$ cat src/rtl/mem_wb_stage_pkg.sv
// Shared MEM/WB definitions: write-back source codes, load funct3 codes and
// default datapath widths.
package mem_wb_stage_pkg;

    localparam int unsigned XLEN_DEF = 32;
    localparam int unsigned RAW_DEF  = 5;

    typedef enum logic [1:0] {
        WDSEL_ALU = 2'b00,
        WDSEL_MEM = 2'b01,
        WDSEL_PC4 = 2'b10,
        WDSEL_RSV = 2'b11
    } wdsel_t;

    localparam logic [2:0] DM_LB  = 3'b000;
    localparam logic [2:0] DM_LH  = 3'b001;
    localparam logic [2:0] DM_LW  = 3'b010;
    localparam logic [2:0] DM_LBU = 3'b100;
    localparam logic [2:0] DM_LHU = 3'b101;

endpackage

$ cat src/rtl/mem_wb_stage_load_ext.sv
// Load byte/halfword extraction with sign/zero extension and a misalignment
// flag. Purely combinational.
module load_ext
    import mem_wb_stage_pkg::*;
#(
    parameter int unsigned XLEN = XLEN_DEF
) (
    input  logic [XLEN-1:0] memdata,
    input  logic [2:0]      dmtype,
    input  logic [1:0]      addr_lo,
    output logic [XLEN-1:0] data,
    output logic            misaligned
);

    logic [7:0]  byte_v;
    logic [15:0] half_v;

    always_comb begin
        byte_v     = memdata[{addr_lo, 3'b000} +: 8];
        half_v     = memdata[{addr_lo[1], 4'b0000} +: 16];
        data       = memdata;
        misaligned = 1'b0;
        unique case (dmtype)
            DM_LB:  data = {{(XLEN-8){byte_v[7]}}, byte_v};
            DM_LBU: data = {{(XLEN-8){1'b0}}, byte_v};
            DM_LH: begin
                data       = {{(XLEN-16){half_v[15]}}, half_v};
                misaligned = addr_lo[0];
            end
            DM_LHU: begin
                data       = {{(XLEN-16){1'b0}}, half_v};
                misaligned = addr_lo[0];
            end
            // LW and every undefined code: whole word, must be word aligned
            default: begin
                data       = memdata;
                misaligned = (addr_lo != 2'b00);
            end
        endcase
    end

endmodule

$ cat src/rtl/mem_wb_stage.sv
// MEM/WB pipeline register and write-back formatter driving the register-file
// write port, the forwarding bus and a retired-instruction counter.
module mem_wb_stage
    import mem_wb_stage_pkg::*;
#(
    parameter int unsigned XLEN = XLEN_DEF,
    parameter int unsigned RAW  = RAW_DEF
) (
    input  logic            clk,
    input  logic            rst,
    input  logic            stall,
    input  logic            flush,
    input  logic            in_valid,
    input  logic            in_rfwr,
    input  logic [RAW-1:0]  in_rd,
    input  logic [1:0]      in_wdsel,
    input  logic [XLEN-1:0] in_alu,
    input  logic [XLEN-1:0] in_pc4,
    input  logic [XLEN-1:0] in_memdata,
    input  logic [2:0]      in_dmtype,
    input  logic [1:0]      in_addr_lo,
    output logic            rf_wr,
    output logic [RAW-1:0]  rf_a3,
    output logic [XLEN-1:0] rf_wd,
    output logic            fwd_valid,
    output logic [RAW-1:0]  fwd_rd,
    output logic [XLEN-1:0] fwd_data,
    output logic            misalign_err,
    output logic [31:0]     retire_cnt
);

    wdsel_t          wdsel;
    logic [XLEN-1:0] ld_data;
    logic            ld_mis;
    logic            mis;
    logic            wr_next;
    logic [XLEN-1:0] wd_next;

    load_ext #(.XLEN(XLEN)) u_load_ext (
        .memdata    (in_memdata),
        .dmtype     (in_dmtype),
        .addr_lo    (in_addr_lo),
        .data       (ld_data),
        .misaligned (ld_mis)
    );

    assign wdsel = wdsel_t'(in_wdsel);

    always_comb begin
        // Alignment only matters for a real load that writes back
        mis     = in_valid & in_rfwr & (wdsel == WDSEL_MEM) & ld_mis;
        wr_next = in_valid & in_rfwr & (in_rd != '0) & ~mis;
        unique case (wdsel)
            WDSEL_MEM: wd_next = ld_data;
            WDSEL_PC4: wd_next = in_pc4;
            default:   wd_next = in_alu;
        endcase
    end

    always_ff @(posedge clk or posedge rst) begin
        if (rst) begin
            rf_wr        <= 1'b0;
            rf_a3        <= '0;
            rf_wd        <= '0;
            misalign_err <= 1'b0;
            retire_cnt   <= '0;
        end else if (flush) begin
            rf_wr        <= 1'b0;
            rf_a3        <= '0;
            rf_wd        <= '0;
            misalign_err <= 1'b0;
        end else if (!stall) begin
            rf_wr        <= wr_next;
            rf_a3        <= in_rd;
            rf_wd        <= wd_next;
            misalign_err <= mis;
            if (in_valid && !mis)
                retire_cnt <= retire_cnt + 32'd1;
        end
    end

    assign fwd_valid = rf_wr;
    assign fwd_rd    = rf_a3;
    assign fwd_data  = rf_wd;

endmodule

$ cat config.mk
export PLATFORM = sky130hd
export DESIGN_NAME = mem_wb_stage
export DESIGN_NICKNAME = d
export VERILOG_FILES = /design/src/rtl/mem_wb_stage_pkg.sv /design/src/rtl/mem_wb_stage_load_ext.sv /design/src/rtl/mem_wb_stage.sv
export SDC_FILE = /design/constraint.sdc
export NUM_CORES = 1
export LEC_CHECK = 0
export CAP_MARGIN = 10
export CORE_ASPECT_RATIO = 1.25
export CORE_MARGIN = 2
export CORE_UTILIZATION = 44
export DETAILED_ROUTE_END_ITERATION = 8
export GPL_TIMING_DRIVEN = 0
export HOLD_SLACK_MARGIN = 0.08
export PLACE_DENSITY = 0.85
export SLEW_MARGIN = 20
export SYNTH_ARGS = -nofsm -noshare
export SYNTH_HDL_FRONTEND = slang
export SYNTH_SLANG_ARGS = --single-unit
$ cat constraint.sdc
create_clock -name clk -period 6.8 [get_ports clk]
set_input_delay 1.7 -clock clk [delete_from_list [all_inputs] [get_ports clk]]
set_output_delay 1.7 -clock clk [all_outputs]
set_load 0.02 [all_outputs]
==> metrics, run 1 <==
max cap viols=0; switch share=30.8%; ys flop type=dfrtp_1; Final Critical Period=3750 ps; sequential element share of the synthesized area=40.1%; crit-path max FO=9; TritonCTS clock tree=done; Avg WL per Cell=19.4 um; IO buf count=roughly 220; commonest non-fill, non-tap cell in the layout=clkdlybuf4s50_1; Final ANT Viol Nets=0; diodes inserted=0; first-pass GRT wire length=26000 um; R2R depth=6; Final setup viols=0; most frequent cells in the layout=218 x clkdlybuf4s50_1, 71 x dfrtp_1, 52 x a21oi_1; Leakage=2.93 nW; Synth warnings=0; largest family of logic cells by synthesized area=compound AO/OA/AOI/OAI gates; layout cell share with drive strength beyond 1=under 10%; Seq pwr share=36.2%; asr flop ratio synth=100%; via/cell ratio=5.80; Post-Syn Area per Cell=8.63 um^2; pwr/cell area=191 nW/um^2; critical path arrival=between 3000 and 4000 ps; Clk pin slew, worst setup/hold paths=~60 ps; xor-xnor portion of the synthesized cell area=6.13%; Die Span Y=116 um; Crit path depth=9; Area Growth Syn to Fin=60.1%; Post-Layout Cell Count=around 870; RSZ-0062 raised after global routing=false; drt pass-1 iters=5; nets@finish=860; Slew Limit Fails=0; CTS Hold Bufs=0; Clock Skews=4.92 ps; Post-synth EDFFs=0; mux contribution to synthesized area=2.35%; DR iter-0 viols=about 480; Worst Hold Depth=1; Post-Syn Instances=513; Core Box Area=9710 um^2; unique cell type count in the Yosys netlist=50; Compound-Gate Fraction of Synth Area=22.3%; fmax=267 MHz; Clock power frac=34.9%; Synth Area in Adders=0.848%; H-tree depth=3; cell count after placement=858; Post-route DRC=0; dpl ws=2690 ps; die span in x=93.7 um; Ports=223; WP data required=7020 ps; WL final=16900 um; kind of critical path=primary input to flip-flop; Slew headroom=a little under two fifths; pin count of the biggest net entering global routing=44; Worst Setup Slack, final=3050 ps; Sw Pwr=0.418 mW; Resized cells post-CTS=0; setup tns final=0 ps; CTS Buf Count=9; syn nets=630; Post-Synth Simple-Gate Area=around 17%; clock sinks=71; cell area after synthesis=4430 um^2; period utilisation layout=a little under three fifths; Total GRT Usage=30.8%; Worst setup SP type=primary input; initial antenna violation count=0; Clk Latency, worst-skew pair=340 ps; Max clock buf depth=2; CP bufs+invs=3; Starting Density=between 40% and 50%; row count=40; critical path, cell by cell=clkdlybuf4s50_1, inv_1, ha_1, clkbuf_1, nand4_1, o211ai_1, nor4b_2, nand3_1, xnor2_1; Congestion Overflow GR=0; Placer Congestion=about 0.95; Crit. End Element=flip-flop; number of global-route vias before repair=4908; CP max stage delay=660 ps; Fill cells=747; worst IR drop on VDD=0.000136 V; status=completed; root buf cell=clkbuf_16; Critical-path top delay cell=nor4b_2; post-CTS setup buffer count=0; full die area=10900 um^2; synthesized flop and latch total=just over 70; Comb power frac=28.9%; dpl hpwl=between 10000 and 15000 um; HP Class=flip-flop to flip-flop; Hold Fails Final Rpt=0; Tightest Pin Transition=921 ps; Largest delay share family, worst path=simple AND/OR/NAND/NOR gates; Int Power=0.940 mW; Via Count=5070
-- area by class of cell --
cell class | instances | area [um^2] | share of cell area [%]
repair buffers | 219 | 2200 | 31.1
multi-input cells | 357 | 2170 | 30.7
flip-flops and latches | 71 | 1780 | 25.1
plain buffers | 69 | 417 | 5.88
clock buffers | 10 | 229 | 3.23
well taps | 126 | 158 | 2.22
clock inverters | 6 | 71.3 | 1.01
inverters | 16 | 62.6 | 0.882
-- metal layers --
metal  global-route usage [%]  share of wire (%)
met1                     39.1                 37
met2                     53.0                 51
met3                     5.16                8.7
met4                     11.5                3.1
met5                        0                  0
-- path summary, 6_finish.rpt --
| kind | startpoint | end | slack (ps) |
|---|---|---|---|
| worst min-delay path | retire_cnt[31]$_DFFE_PP0P_ | retire_cnt[31]$_DFFE_PP0P_ | 470 |
| worst max register to register | retire_cnt[0]$_DFFE_PP0P_ | retire_cnt[24]$_DFFE_PP0P_ | 4610 |
| worst max-delay path | in_wdsel[1] | retire_cnt[24]$_DFFE_PP0P_ | 3050 |
| worst min register to register | retire_cnt[31]$_DFFE_PP0P_ | retire_cnt[31]$_DFFE_PP0P_ | 470 |
| min in group asynchronous | rst | retire_cnt[21]$_DFFE_PP0P_ | 1700 |
| max in group asynchronous | rst | fwd_data[21]$_DFFE_PP0P_ | 4520 |
-- synthesized netlist by cell type (2+ instances only) --
library cell	instances	area share [%]
dfrtp_1	71	40
a21oi_1	52	5.9
o21ai_0	40	4.5
buf_4	38	6.4
nand2_1	38	3.2
nor2_1	38	3.2
a22oi_1	29	4.9
clkbuf_1	24	2.0
nor3_1	17	1.9
o22ai_1	17	2.4
xor2_1	17	3.4
inv_1	15	1.3
xnor2_1	14	2.8
nor2b_1	11	1.6
nand4_1	9	1.3
nand3_1	8	0.90
nor3b_1	8	1.4
mux2i_1	7	1.6
o221ai_1	7	1.4
o211ai_1	6	1.0
buf_2	5	0.57
a211oi_1	4	0.68
and3_1	3	0.42
ha_1	3	0.85
mux2_2	3	0.76
a221oi_1	2	0.40
and2_1	2	0.28
and4_1	2	0.40
nor4_1	2	0.28
-- cell families after synthesis --
family | count (synthesis)
compound gates | 163
simple gates | 150
buf+inv | 85
flops | 71
xor+xnor | 31
mux | 10
fa+ha+maj | 3
-- sequential cells by signal, summed over array words and instances (netlist names) --
signal	flops
fwd_data	32
fwd_rd	5
fwd_valid	1
misalign_err	1
retire_cnt	32
-- power by group through the flow --
stage	clock, mW	combinational [mW]	sequential, mW
global route	0.493	0.417	0.496
detailed placement	0	0.387	0.499
finish	0.474	0.392	0.491
floorplan	0	0.152	0.525
CTS	0.474	0.390	0.491
global placement	0	0.378	0.497
-- per-stage QoR --
| step | cell area (um^2) | total power, mW | utilization, % | hold WS [ps] |
|---|---|---|---|---|
| 4_1_cts | 7090 | 1.35 | 73.0 | 472 |
| 2_1_floorplan | 4430 | 0.677 | - | 578 |
| 6_report | 7090 | 1.36 | 73.0 | 472 |
| 3_3_place_gp | 6770 | 0.875 | 69.7 | 461 |
| 5_1_grt | 7090 | 1.41 | 73.0 | 509 |
| 3_5_place_dp | 6790 | 0.886 | 69.9 | 462 |
No activity file was read; power rests on OpenSTA's default activity.
==> inputs of run 2 (changes only) <==
--- a/config.mk
+++ b/config.mk
@@ -8,11 +8,11 @@
 export CAP_MARGIN = 10
 export CORE_ASPECT_RATIO = 1.25
 export CORE_MARGIN = 2
-export CORE_UTILIZATION = 44
+export CORE_UTILIZATION = 37
 export DETAILED_ROUTE_END_ITERATION = 8
 export GPL_TIMING_DRIVEN = 0
 export HOLD_SLACK_MARGIN = 0.08
-export PLACE_DENSITY = 0.85
+export PLACE_DENSITY = 0.76
 export SLEW_MARGIN = 20
 export SYNTH_ARGS = -nofsm -noshare
 export SYNTH_HDL_FRONTEND = slang
==> constraint.sdc (replaced) <==
create_clock -name clk -period 3.2 [get_ports clk]
set_input_delay 0.8 -clock clk [delete_from_list [all_inputs] [get_ports clk]]
set_output_delay 0.8 -clock clk [all_outputs]
set_load 0.02 [all_outputs]
==> run 2 against run 1 <==
Critical path type unchanged. Register-to-register slack got worse by 3600 ps. Clock skew is 3.1 ps higher. Routed wire length shrank 0.87%. Non-clock buffer count did not move. Cell count is 4.0% higher. Cell area is 1.5% higher.
==> metrics, run 2 (same netlist as run 1, synthesis figures left out) <==
via/cell ratio=5.38 (-7.3%); Final setup viols=0 (unchanged); first-pass GRT wire length=25900 um (-0.27%); critical path arrival=3090 ps (-880 ps); number of global-route vias before repair=4896 (-0.24%); GR Layer Usage met1=32.5% (-6.6 points); Clock Skews=8.03 ps (+3.11 ps); Total GRT Usage=25.9% (-4.9 points); status=completed; Hold Fails Final Rpt=0 (unchanged); initial antenna violation count=0 (unchanged); DR iter-0 viols=329 (-32%); period utilisation layout=between 80 and 90%; Max clock buf depth=2 (unchanged); nets@finish=860 (unchanged); HP Class=flip-flop to flip-flop; die span in x=102 um (+8.7%); drt pass-1 iters=5 (unchanged); Critical-path top delay cell=nor4b_2; Clk Latency, worst-skew pair=340 ps (about the same); Tightest Pin Transition=813 ps (-108 ps); met3 Use GR=3.53% (-1.6 points); Power, Total=3.08 mW (+130%); full die area=12900 um^2 (+18%); post-CTS setup buffer count=0 (unchanged); Ports=223 (unchanged); Post-route DRC=0 (unchanged); Starting Density=37.9% (-7.7 points); cell count after placement=893 (+4.1%); layout cell share with drive strength beyond 1=9.89% (+0.13 points); CTS Hold Bufs=0 (unchanged); Resized cells post-CTS=0 (unchanged); Die Span Y=126 um (+8.7%); pin count of the biggest net entering global routing=50 (+14%); CP max stage delay=690 ps (+30 ps); Congestion Overflow GR=0 (unchanged); H-tree depth=3 (unchanged); TritonCTS clock tree=done; WP data required=3420 ps (-3600 ps); pwr/cell area=427 nW/um^2 (+120%); row count=44 (+10%); worst IR drop on VDD=0.000269 V (+97%); Leakage=2.97 nW (+1.1%); R2R depth=6 (unchanged); most frequent cells in the layout=218 x clkdlybuf4s50_1, 71 x dfrtp_1, 52 x a21oi_1; Clk pin slew, worst setup/hold paths=60 ps (about the same); fmax=349 MHz; CTS Buf Count=9 (unchanged); Post-Layout Cell Count=909 (+4.0%); Area Growth Syn to Fin=62.5%; RSZ-0062 raised after global routing=false; Finished Core Util=61.7% (-11 points); Final ANT Viol Nets=0 (unchanged); IO buf count=218 (unchanged); crit-path max FO=9 (unchanged); root buf cell=clkbuf_16; critical path, cell by cell=clkdlybuf4s50_1, inv_1, ha_1, clkbuf_1, nand4_1, o211ai_1, nor4b_2, nand3_1, xnor2_1; max cap viols=0 (unchanged); Most Crowded Layer GR=met2; Slew Limit Fails=0 (unchanged); met2 usage in global routing=44.1% (-9.0 points); Crit. End Element=flip-flop; Worst Hold Depth=1 (unchanged); setup tns final=0 ps (unchanged); Placer Congestion=0.921 (-2.8%); Core Box Area=11700 um^2 (+20%); dpl hpwl=13100 um (about the same); WL final=16800 um (-0.87%); Final Critical Period=2870 ps; diodes inserted=0 (unchanged); commonest non-fill, non-tap cell in the layout=clkdlybuf4s50_1; kind of critical path=primary input to flip-flop; Slew headroom=45.5% (+7.2 points); Avg WL per Cell=18.4 um (-4.7%); Worst setup SP type=primary input; clock sinks=71 (unchanged); Via Count=4888 (-3.6%); hold slack=475 ps (+3.32 ps)
==> run 2: cell types whose count changed in the layout (fill, tap and decap cells not counted) <==
| cell | change |
|---|---|
| clkbuf_1 | -1 |
| clkinvlp_4 | -1 |
| buf_16 | +1 |
| clkbuf_8 | +1 |
| buf_12 | -1 |
| clkinv_4 | -2 |
| inv_6 | +1 |
| bufinv_16 | +2 |
==> run 2: routing by layer <==
| layer | wire length, um | up-vias |
|---|---|---|
| met3 | 996 | 44 |
| met4 | 640 | 0 |
| met5 | 0 | - |
| li1 | - | 2279 |
| met1 | 6730 | 2339 |
| met2 | 8400 | 226 |
==> run 2: worst paths after layout <==
check / start / slack (ps) / endpoint
max: in_wdsel[1] / 330 / retire_cnt[28]$_DFFE_PP0P_
min in group asynchronous: rst / 780 / retire_cnt[28]$_DFFE_PP0P_
max in group asynchronous: rst / 1870 / retire_cnt[4]$_DFFE_PP0P_
min reg2reg: retire_cnt[31]$_DFFE_PP0P_ / 470 / retire_cnt[31]$_DFFE_PP0P_
min: retire_cnt[31]$_DFFE_PP0P_ / 470 / retire_cnt[31]$_DFFE_PP0P_
max reg2reg: retire_cnt[0]$_DFFE_PP0P_ / 990 / retire_cnt[28]$_DFFE_PP0P_
==> run 2: stage by stage <==
stage | instance area, um^2 | setup WS, ps
4_1_cts | 7200 | 340
3_3_place_gp | 6810 | -651
3_5_place_dp | 6840 | -1.61
2_1_floorplan | 4430 | 603
6_report | 7200 | 334
5_1_grt | 7200 | 138
==> run 2: area by class of cell <==
| cell class | count | area (um^2) |
|---|---|---|
| Multi-Input combinational cell | 357 | 2170 |
| Sequential cell | 71 | 1780 |
| Clock inverter | 6 | 115 |
| Inverter | 16 | 62.6 |
| Fill cell | 1052 | 4480 |
| Tap cell | 161 | 201 |
| Buffer | 69 | 417 |
| Timing Repair Buffer | 219 | 2210 |
| Clock buffer | 10 | 239 |
==> run 2: where the power goes <==
| part | leakage (nW) | internal [mW] | switching, mW |
|---|---|---|---|
| Clock | 0.169 | 0.787 | 0.408 |
| Combinational | 1.84 | 0.430 | 0.404 |
| Sequential | 0.958 | 0.960 | 0.0868 |
| Total | 2.97 | 2.18 | 0.898 |
==> run 2: critical path, delay by kind of cell <==
family / cells / cell delay (ps)
XOR/XNOR: 1 / 170
AND/OR/NAND/NOR: 3 / 1040
adder cells (fa/ha/maj): 1 / 160
buffers and inverters: 3 / 720
AO/OA/AOI/OAI: 1 / 190
==> inputs of run 3 (changes only) <==
--- a/config.mk
+++ b/config.mk
@@ -13,6 +13,7 @@
 export GPL_TIMING_DRIVEN = 0
 export HOLD_SLACK_MARGIN = 0.08
 export PLACE_DENSITY = 0.76
+export SETUP_SLACK_MARGIN = 0.5
 export SLEW_MARGIN = 20
 export SYNTH_ARGS = -nofsm -noshare
 export SYNTH_HDL_FRONTEND = slang
==> run 3 against run 2 <==
Worst setup slack better by 250 ps. Highest routed layer unchanged. Largest cell class unchanged. First-iteration DRC count down 6.1%. Combinational power about the same.
==> metrics, run 3 (same netlist as run 1, synthesis figures left out) <==
Crit. End Element=flip-flop; period utilisation layout=81.7% (-7.8 points); Leakage=3.02 nW (+1.8%); Congestion Overflow GR=0 (unchanged); Worst setup SP type=primary input; TritonCTS clock tree=done; Ports=223 (unchanged); WL final=16900 um (+0.72%); pwr/cell area=423 nW/um^2 (-0.94%); hold slack=479 ps (+4.20 ps); diodes inserted=0 (unchanged); CTS Buf Count=9 (unchanged); Post-Layout Cell Count=911 (+0.22%); Clk Latency, worst-skew pair=330 ps (about the same); IO buf count=218 (unchanged); Core Box Area=11700 um^2 (unchanged); pin count of the biggest net entering global routing=50 (unchanged); worst IR drop on VDD=0.000269 V (+0.18%); Placer Congestion=0.921 (unchanged); clock sinks=71 (unchanged); R2R depth=6 (unchanged); most frequent cells in the layout=218 x clkdlybuf4s50_1, 71 x dfrtp_1, 52 x a21oi_1; Avg WL per Cell=18.5 um (+0.49%); Power, Total=3.07 mW (about the same); kind of critical path=primary input to flip-flop; Fill cells=1043 (-0.86%); layout cell share with drive strength beyond 1=11.7% (+1.8 points); dpl hpwl=13100 um (unchanged); drt pass-1 iters=5 (unchanged); Tightest Pin Transition=611 ps (-202 ps); Comb power frac=27.2% (about the same); HP Class=flip-flop to flip-flop; Finished Core Util=62.2% (+0.54 points); commonest non-fill, non-tap cell in the layout=clkdlybuf4s50_1; number of global-route vias before repair=4929 (+0.67%); Worst R2R Setup Slack=1260 ps (+270 ps); CP max stage delay=480 ps (-210 ps); Slew headroom=59.2% (+14 points); first-pass GRT wire length=26000 um (+0.24%); root buf cell=clkbuf_16; Clock power frac=38.8% (about the same); switch share=29.1% (-0.11 points); Die Span Y=126 um (unchanged); Starting Density=37.9% (unchanged); Total GRT Usage=26.0% (+0.046 points); Hold Fails Final Rpt=0 (unchanged); Int Power=2.18 mW (about the same); DR iter-0 viols=309 (-6.1%); Area Growth Syn to Fin=63.9%; crit-path max FO=9 (unchanged); Final Critical Period=2610 ps (-251 ps); die span in x=102 um (unchanged); status=completed; WP data required=3460 ps (+40 ps); Critical-path top delay cell=clkdlybuf4s50_1; critical path arrival=2870 ps (-220 ps); Via Count=4908 (+0.41%); Critical Path Most Common Cell=buf_2; Clock Skews=6.22 ps (-1.80 ps); Max clock buf depth=2 (unchanged); Seq pwr share=34.0% (about the same); RSZ-0062 raised after global routing=true; H-tree depth=3 (unchanged); Final ANT Viol Nets=0 (unchanged); Sw Pwr=0.894 mW (-0.45%); via/cell ratio=5.39 (+0.19%); CTS Hold Bufs=0 (unchanged); max cap viols=0 (unchanged); critical path, cell by cell=clkdlybuf4s50_1, inv_1, ha_1, buf_2, nand4_1, o211ai_1, or2_1, buf_2, nor3_1, xor2_1; fmax=382 MHz (+9.6%); Post-route DRC=0 (unchanged); nets@finish=862 (+0.23%); initial antenna violation count=0 (unchanged); full die area=12900 um^2 (unchanged); Largest delay share family, worst path=buffers and inverters; cell count after placement=893 (unchanged); row count=44 (unchanged); Clk pin slew, worst setup/hold paths=60 ps (about the same); Worst Hold Depth=1 (unchanged); Slew Limit Fails=0 (unchanged); Final setup viols=0 (unchanged); Crit path depth=10 (+1); CP bufs+invs=4 (+1)
==> run 3: layer usage <==
| metal | vias to the layer above | share of wire (%) | track usage, % |
|---|---|---|---|
| met5 | - | 0 | 0 |
| met4 | 0 | 4.3 | 12.2 |
| met3 | 50 | 6.5 | 3.53 |
| met2 | 224 | 50 | 43.7 |
| met1 | 2352 | 40 | 32.6 |
| li1 | 2282 | - | - |
==> run 3: power by group through the flow <==
stage | clock network, mW | logic (mW) | registers [mW]
2_1_floorplan | 0 | 0.323 | 1.12
3_3_place_gp | 0 | 0.809 | 1.06
3_5_place_dp | 0 | 0.829 | 1.06
4_1_cts | 1.21 | 0.834 | 1.05
5_1_grt | 1.24 | 0.893 | 1.06
6_report | 1.19 | 0.836 | 1.05
==> run 3: area by class of cell <==
cell class | count | area [um^2] | share of cell area, %
Clock buffer | 10 | 239 | 3.29
Tap cell | 161 | 201 | 2.78
Buffer | 69 | 424 | 5.84
Clock inverter | 6 | 115 | 1.59
Sequential cell | 71 | 1780 | 24.5
Timing Repair Buffer | 221 | 2220 | 30.6
Inverter | 16 | 62.6 | 0.862
Multi-Input combinational cell | 357 | 2210 | 30.5
==> run 3: what timing repair did <==
| action | 4_1_cts | 5_1_grt |
|---|---|---|
| setup endpoints to repair | 7 | 43 |
| setup buffers | 0 | 2 |
| gates resized for setup | 2 | 18 |
| pin swaps | 0 | 3 |
==> run 3: path summary, 6_finish.rpt <==
kind / start / endpoint
max: in_wdsel[1] / retire_cnt[23]$_DFFE_PP0P_
min: retire_cnt[31]$_DFFE_PP0P_ / retire_cnt[31]$_DFFE_PP0P_
max reg2reg: retire_cnt[0]$_DFFE_PP0P_ / retire_cnt[12]$_DFFE_PP0P_
min reg2reg: retire_cnt[31]$_DFFE_PP0P_ / retire_cnt[31]$_DFFE_PP0P_
max in group asynchronous: rst / retire_cnt[4]$_DFFE_PP0P_
min in group asynchronous: rst / retire_cnt[28]$_DFFE_PP0P_
==> run 3: stage by stage <==
stage / area [um^2] / setup slack [ps] / TNS (ps)
6_report: 7260 / 585 / 0
5_1_grt: 7260 / 436 / 0
4_1_cts: 7210 / 512 / 0
2_1_floorplan: 4430 / 603 / 0
3_5_place_dp: 6840 / -1.61 / -1.61
3_3_place_gp: 6810 / -651 / -46030
